File: src/rtl/l1_prefetch_unit.sv
// l1_prefetch_unit
//   Next-line instruction prefetcher. When a demand refill is accepted it
//   requests the following 16-byte line from the refill arbiter and keeps
//   the returned line in a single-entry buffer. The cache controller looks
//   up that buffer combinationally before issuing its own refill.
//
// Ports
//   clk, rst                 clock, asynchronous active-high reset
//   enable_i                 allow new prefetches to start
//   flush_i                  invalidate buffer, discard any in-flight line
//   miss_valid_i/miss_addr_i demand refill accepted (one-cycle pulse)
//   pre_refill_req_o/_gnt_i  request/grant with the refill arbiter
//   pre_refill_addr_o        line-aligned prefetch address
//   pre_refill_r_valid_i/
//   pre_refill_r_data_i      single-beat line return
//   lookup_addr_i            controller lookup address
//   lookup_hit_o             buffer valid and line tag matches
//   lookup_data_o            buffered line
//   busy_o                   FSM not idle
//   stat_hits_o              saturating count of hit cycles
module l1_prefetch_unit #(
  parameter int unsigned FETCH_ADDR_WIDTH  = 32,
  parameter int unsigned REFILL_DATA_WIDTH = 128
) (
  input  logic                         clk,
  input  logic                         rst,
  input  logic                         enable_i,
  input  logic                         flush_i,
  input  logic                         miss_valid_i,
  input  logic [FETCH_ADDR_WIDTH-1:0]  miss_addr_i,
  output logic                         pre_refill_req_o,
  input  logic                         pre_refill_gnt_i,
  output logic [FETCH_ADDR_WIDTH-1:0]  pre_refill_addr_o,
  input  logic                         pre_refill_r_valid_i,
  input  logic [REFILL_DATA_WIDTH-1:0] pre_refill_r_data_i,
  input  logic [FETCH_ADDR_WIDTH-1:0]  lookup_addr_i,
  output logic                         lookup_hit_o,
  output logic [REFILL_DATA_WIDTH-1:0] lookup_data_o,
  output logic                         busy_o,
  output logic [15:0]                  stat_hits_o
);

  localparam int unsigned TW = FETCH_ADDR_WIDTH - 4;

  typedef enum logic [1:0] {
    IDLE,
    REQ,
    WAIT_DATA
  } state_t;

  state_t                       r_state;
  logic [TW-1:0]                r_tag;
  logic [TW-1:0]                r_target;
  logic [REFILL_DATA_WIDTH-1:0] r_data;
  logic                         r_buf_valid;
  logic                         r_discard;
  logic                         r_req;
  logic                         r_busy;
  logic [FETCH_ADDR_WIDTH-1:0]  r_addr;
  logic [15:0]                  r_stat;

  logic [TW:0]                  w_next;
  logic                         w_carry;
  logic                         w_dup;
  logic                         w_hit;
  logic                         w_unused;

  // One extra bit catches the carry out of the last line of the address space.
  assign w_next   = {1'b0, miss_addr_i[FETCH_ADDR_WIDTH-1:4]} + {{TW{1'b0}}, 1'b1};
  assign w_carry  = w_next[TW];
  assign w_dup    = r_buf_valid && (r_tag == w_next[TW-1:0]);
  assign w_hit    = r_buf_valid && (r_tag == lookup_addr_i[FETCH_ADDR_WIDTH-1:4]);
  assign w_unused = ^{miss_addr_i[3:0], lookup_addr_i[3:0]};

  always_ff @(posedge clk or posedge rst) begin
    if (rst) begin
      r_state     <= IDLE;
      r_tag       <= '0;
      r_target    <= '0;
      r_data      <= '0;
      r_buf_valid <= 1'b0;
      r_discard   <= 1'b0;
      r_req       <= 1'b0;
      r_busy      <= 1'b0;
      r_addr      <= '0;
    end else begin
      unique case (r_state)
        IDLE: begin
          if (miss_valid_i && enable_i && !w_carry && !w_dup) begin
            r_buf_valid <= 1'b0;
            r_target    <= w_next[TW-1:0];
            r_discard   <= 1'b0;
            r_addr      <= {w_next[TW-1:0], 4'h0};
            r_req       <= 1'b1;
            r_busy      <= 1'b1;
            r_state     <= REQ;
          end
        end
        REQ: begin
          // Request is held until granted regardless of flush or enable.
          if (pre_refill_gnt_i) begin
            r_req   <= 1'b0;
            r_state <= WAIT_DATA;
          end
        end
        WAIT_DATA: begin
          if (pre_refill_r_valid_i) begin
            if (!r_discard && !flush_i) begin
              r_data      <= pre_refill_r_data_i;
              r_tag       <= r_target;
              r_buf_valid <= 1'b1;
            end
            r_busy  <= 1'b0;
            r_state <= IDLE;
          end
        end
        default: begin
          r_req   <= 1'b0;
          r_busy  <= 1'b0;
          r_state <= IDLE;
        end
      endcase

      // Placed last so flush overrides a capture in the same edge.
      if (flush_i) begin
        r_buf_valid <= 1'b0;
        if (r_state != IDLE) begin
          r_discard <= 1'b1;
        end
      end
    end
  end

  always_ff @(posedge clk or posedge rst) begin
    if (rst) begin
      r_stat <= '0;
    end else if (w_hit && (r_stat != '1)) begin
      r_stat <= r_stat + 16'd1;
    end
  end

  assign pre_refill_req_o  = r_req;
  assign pre_refill_addr_o = r_addr;
  assign lookup_hit_o      = w_hit;
  assign lookup_data_o     = r_data;
  assign busy_o            = r_busy;
  assign stat_hits_o       = r_stat;

endmodule

File: config.mk
export PLATFORM = sky130hd
export DESIGN_NAME = l1_prefetch_unit
export DESIGN_NICKNAME = d
export VERILOG_FILES = /design/src/rtl/l1_prefetch_unit.sv
export SDC_FILE = /design/constraint.sdc
export NUM_CORES = 1
export LEC_CHECK = 0
export CORE_MARGIN = 2
export CORE_UTILIZATION = 44
export DETAILED_ROUTE_END_ITERATION = 10
export GPL_TIMING_DRIVEN = 0
export PLACE_DENSITY = 0.82
export SLEW_MARGIN = 20
export SYNTH_ARGS = -nofsm -noshare
export SYNTH_HDL_FRONTEND = slang
export SYNTH_SLANG_ARGS = --single-unit
File: constraint.sdc
create_clock -name clk -period 9.01 [get_ports clk]
set_input_delay 1.802 -clock clk [delete_from_list [all_inputs] [get_ports clk]]
set_output_delay 1.802 -clock clk [all_outputs]
set_load 0.03 [all_outputs]
==> run summary <==
GRT
----------------------------------------------------------------------------------
Number of global-route vias before repair                                     7989
Largest net degree at the start of global routing                               87
Global-route usage over all layers                                           26.2%
Initial antenna violation count                                                  9
Wire length of the first global-routing pass                              45100 um
Global route total overflow                                                      0

STA
----------------------------------------------------------------------------------
Setup repair after global routing missed its margin                             no
Worst-case headroom to the max-slew limit                                    35.0%
Crit path setup slack, layout                                              2.60 ns
Endpoints failing setup                                                          0
Pins over their slew limit                                                       0
Final worst clock skew                                                   0.0114 ns
Highest achievable clock rate                                              156 MHz
Total count of hold-check failures in the final report                           0
Crit path time final                                                       6.41 ns
Final worst-path cycle share                                                 71.2%
Actual transition at the worst max-transition pin                         0.967 ns

DRT
----------------------------------------------------------------------------------
Initial drt markers                                                            292
Remaining number of nets flagged by the antenna check after routing              0
Number of vias per cell                                                       5.28
Sum of routed wire length over all layers                                 30300 um
Vias after detailed routing                                                   7498
DR DRC count                                                                     0
Mean routed wirelength per cell                                            21.4 um
DR pass1 iterations                                                              4

CLOCK TREE
----------------------------------------------------------------------------------
TritonCTS clock tree                                                         built
Buffer count from post-CTS setup fixing                                          0
Number of gates resized after cts                                                0
Maximum number of buffers from clock root to sink                                3
CTS Root Buffer Type                                                  sky130_fd_sc_hd__clkbuf_16
H-tree levels                                                                    1
Clk_lat worst skew                                                         0.51 ns
Clock buffer count from CTS                                                     23
CTS hold repair buffers                                                          0
Clock-pin slew on the worst setup and hold paths                           0.06 ns
Clock sinks                                                                    206

CRITICAL PATH
----------------------------------------------------------------------------------
Critical Path Fanout Max                                                         3
Startpoint Class                                                      primary input
Capturing element type of the critical path                           primary output
Cell count of the worst reg-to-reg path                                          9
Required time of the critical path                                         7.21 ns
Classification of the worst setup path                                primary input to primary output
Data arrival at the endpoint of the critical path                          4.61 ns

LAYOUT
----------------------------------------------------------------------------------
Final core utilization                                                       67.6%
Most frequent cells in the layout                                     sky130_fd_sc_hd__clkdlybuf4s50_1 (356), sky130_fd_sc_hd__dfrtp_1 (206), sky130_fd_sc_hd__mux2_2 (176)
Leading cell type in the layout, fill and taps excluded               sky130_fd_sc_hd__clkdlybuf4s50_1
Final #Nets                                                                   1322
Fillers                                                                       1545
Post-synthesis to final-layout area growth                                   49.9%
Final std cell area, no fill                                            14300 um^2
Sequential Area                                                          5150 um^2
Area of combinational cells with multiple inputs                         4150 um^2
Fraction of final layout cells with drive strength greater than 1            20.9%

SYNTH
----------------------------------------------------------------------------------
Cell area after technology mapping                                       9510 um^2
Count of unique library cells instantiated by Yosys                             56
Synthesized instance count                                                     735
Number of enable-type register cells in the synthesized netlist                  0
Yosys warnings                                                                   0
Post-synthesis simple-gate area fraction                                     9.45%
XOR/XNOR share of the synthesized area                                       8.91%
Fraction of synthesized area in multiplexers                                 21.7%
Dominant combinational cell family by area after synthesis            multiplexers
Synthesized-area fraction occupied by adder cells                           0.263%
Async set-reset flop share out of synthesis                                   100%
Seq cells post-synth                                                           206
Mean instance size in the synthesized netlist                            12.9 um^2
Sequential cell area fraction in the yosys report                            54.2%
Compound-cell area share of the yosys netlist                                3.03%
Leading register cell type out of synthesis                           sky130_fd_sc_hd__dfrtp_1

FLOORPLAN
----------------------------------------------------------------------------------
Floorplan die area                                                      22800 um^2
Width of the die                                                            151 um
Vertical extent of the die                                                  151 um
Initial standard-cell utilization of the core                                45.1%
Core area                                                               21100 um^2
Number of core rows                                                             53
IO Count                                                                       378

POWER
----------------------------------------------------------------------------------
IR drop worst, VDD                                                          279 uV
Power Total                                                                4740 uW
Leak                                                                    0.00593 uW
Pwr per Cell Area                                                      332 nW/um^2

PLACED DESIGN
----------------------------------------------------------------------------------
Gpl congestion                                                               0.899
Cell area after placement                                               13500 um^2
Detailed placement HPWL                                                   23100 um
Setup Slack @ Placement                                                    2.63 ns
PortBufs                                                                       356

MIN PATH
----------------------------------------------------------------------------------
Min-Delay Path Depth                                                             2
Worst min-delay path class                                            register to register

STATUS
----------------------------------------------------------------------------------
Run status                                                            complete, no violations

JOB
----------------------------------------------------------------------------------
# Max-Cap Violations                                                             0

critical path, stage by stage:
cell and delay [ns]:
sky130_fd_sc_hd__clkdlybuf4s50_1 0.42, sky130_fd_sc_hd__xnor2_1 0.36, sky130_fd_sc_hd__nand4_1 0.17, sky130_fd_sc_hd__nor4_1 0.60, sky130_fd_sc_hd__nand3_1 0.16, sky130_fd_sc_hd__nor4_1 0.34
sky130_fd_sc_hd__clkdlybuf4s50_1 0.75
kinds of logic (layout without fill, tap and decap cells):
family,after synthesis,count (layout)
adders and majority gates,2,2
and+or+nand+nor,163,163
other,1,14
muxes,184,184
buffers and inverters,49,447
DFF,206,206
AOI/OAI and AO/OA,38,38
xor gates and xnor gates,92,92
cells in the mapped netlist, types with 7 or more instances:
cell type | number | area share (%)
sky130_fd_sc_hd__xnor2_1 | 55 | 5.1
sky130_fd_sc_hd__nor2_1 | 24 | 0.95
sky130_fd_sc_hd__dfrtp_1 | 206 | 54
sky130_fd_sc_hd__nand2_1 | 40 | 1.6
sky130_fd_sc_hd__nand3_1 | 19 | 1.0
sky130_fd_sc_hd__mux2i_1 | 7 | 0.74
sky130_fd_sc_hd__nand4_1 | 18 | 1.2
sky130_fd_sc_hd__nor3_1 | 7 | 0.37
sky130_fd_sc_hd__nor4_1 | 14 | 0.92
sky130_fd_sc_hd__inv_1 | 14 | 0.55
sky130_fd_sc_hd__xor2_1 | 34 | 3.1
sky130_fd_sc_hd__clkbuf_1 | 21 | 0.83
sky130_fd_sc_hd__mux2_2 | 176 | 21
sky130_fd_sc_hd__o21ai_0 | 11 | 0.58
through the flow:
stage	hold WS, ns	instances	TNS, ns
3_5_place_dp	0.479	1371	0
6_report	0.487	1421	0
5_1_grt	0.513	1416	0
2_1_floorplan	0.465	738	0
4_1_cts	0.494	1411	0
3_3_place_gp	0.460	1369	-259.58
metal layers:
layer | part of all wire [%] | vias up | track usage [%]
li1 | - | 3393 | -
met1 | 38 | 3749 | 30.6
met2 | 50 | 289 | 44.0
met3 | 9.2 | 65 | 9.43
met4 | 3.5 | 2 | 10.4
met5 | 0.043 | - | 0.227
flip-flops by register name, summed over array words and instances, names as in the netlist:
| signal | cells |
|---|---|
| lookup_data_o | 128 |
| r_tag | 28 |
| r_target | 28 |
| stat_hits_o | 16 |
| r_state | 2 |
| busy_o | 1 |
| pre_refill_req_o | 1 |
| r_buf_valid | 1 |
| r_discard | 1 |
area by class of cell:
class                      count  share of cell area (%)
multi-input combinational    483                    29.1
clock inverter                 5                   0.395
sequential                   206                    36.2
buffer                        35                    1.21
clock buffer                  35                    4.71
tap                          275                    2.41
inverter                      14                   0.421
timing repair buffer         358                    25.4
antenna                       10                   0.176
path summary, 6_finish.rpt:
kind	from	end	slack, ns
worst max-delay path	lookup_addr_i[6]	lookup_hit_o	2.60
worst min-delay path	pre_refill_req_o	pre_refill_req_o	0.49
worst max register to register	r_tag[0]	r_target[14]	5.74
worst min register to register	pre_refill_req_o	pre_refill_req_o	0.49
max in group asynchronous	rst	r_tag[0]	6.56
min in group asynchronous	rst	lookup_data_o[56]	1.71
where the power goes:
part	internal, uW	switching, uW
sequential	1320	281
combinational	1030	1180
clock	540	374
total	2900	1840
Power figures use the tool's default switching activity.
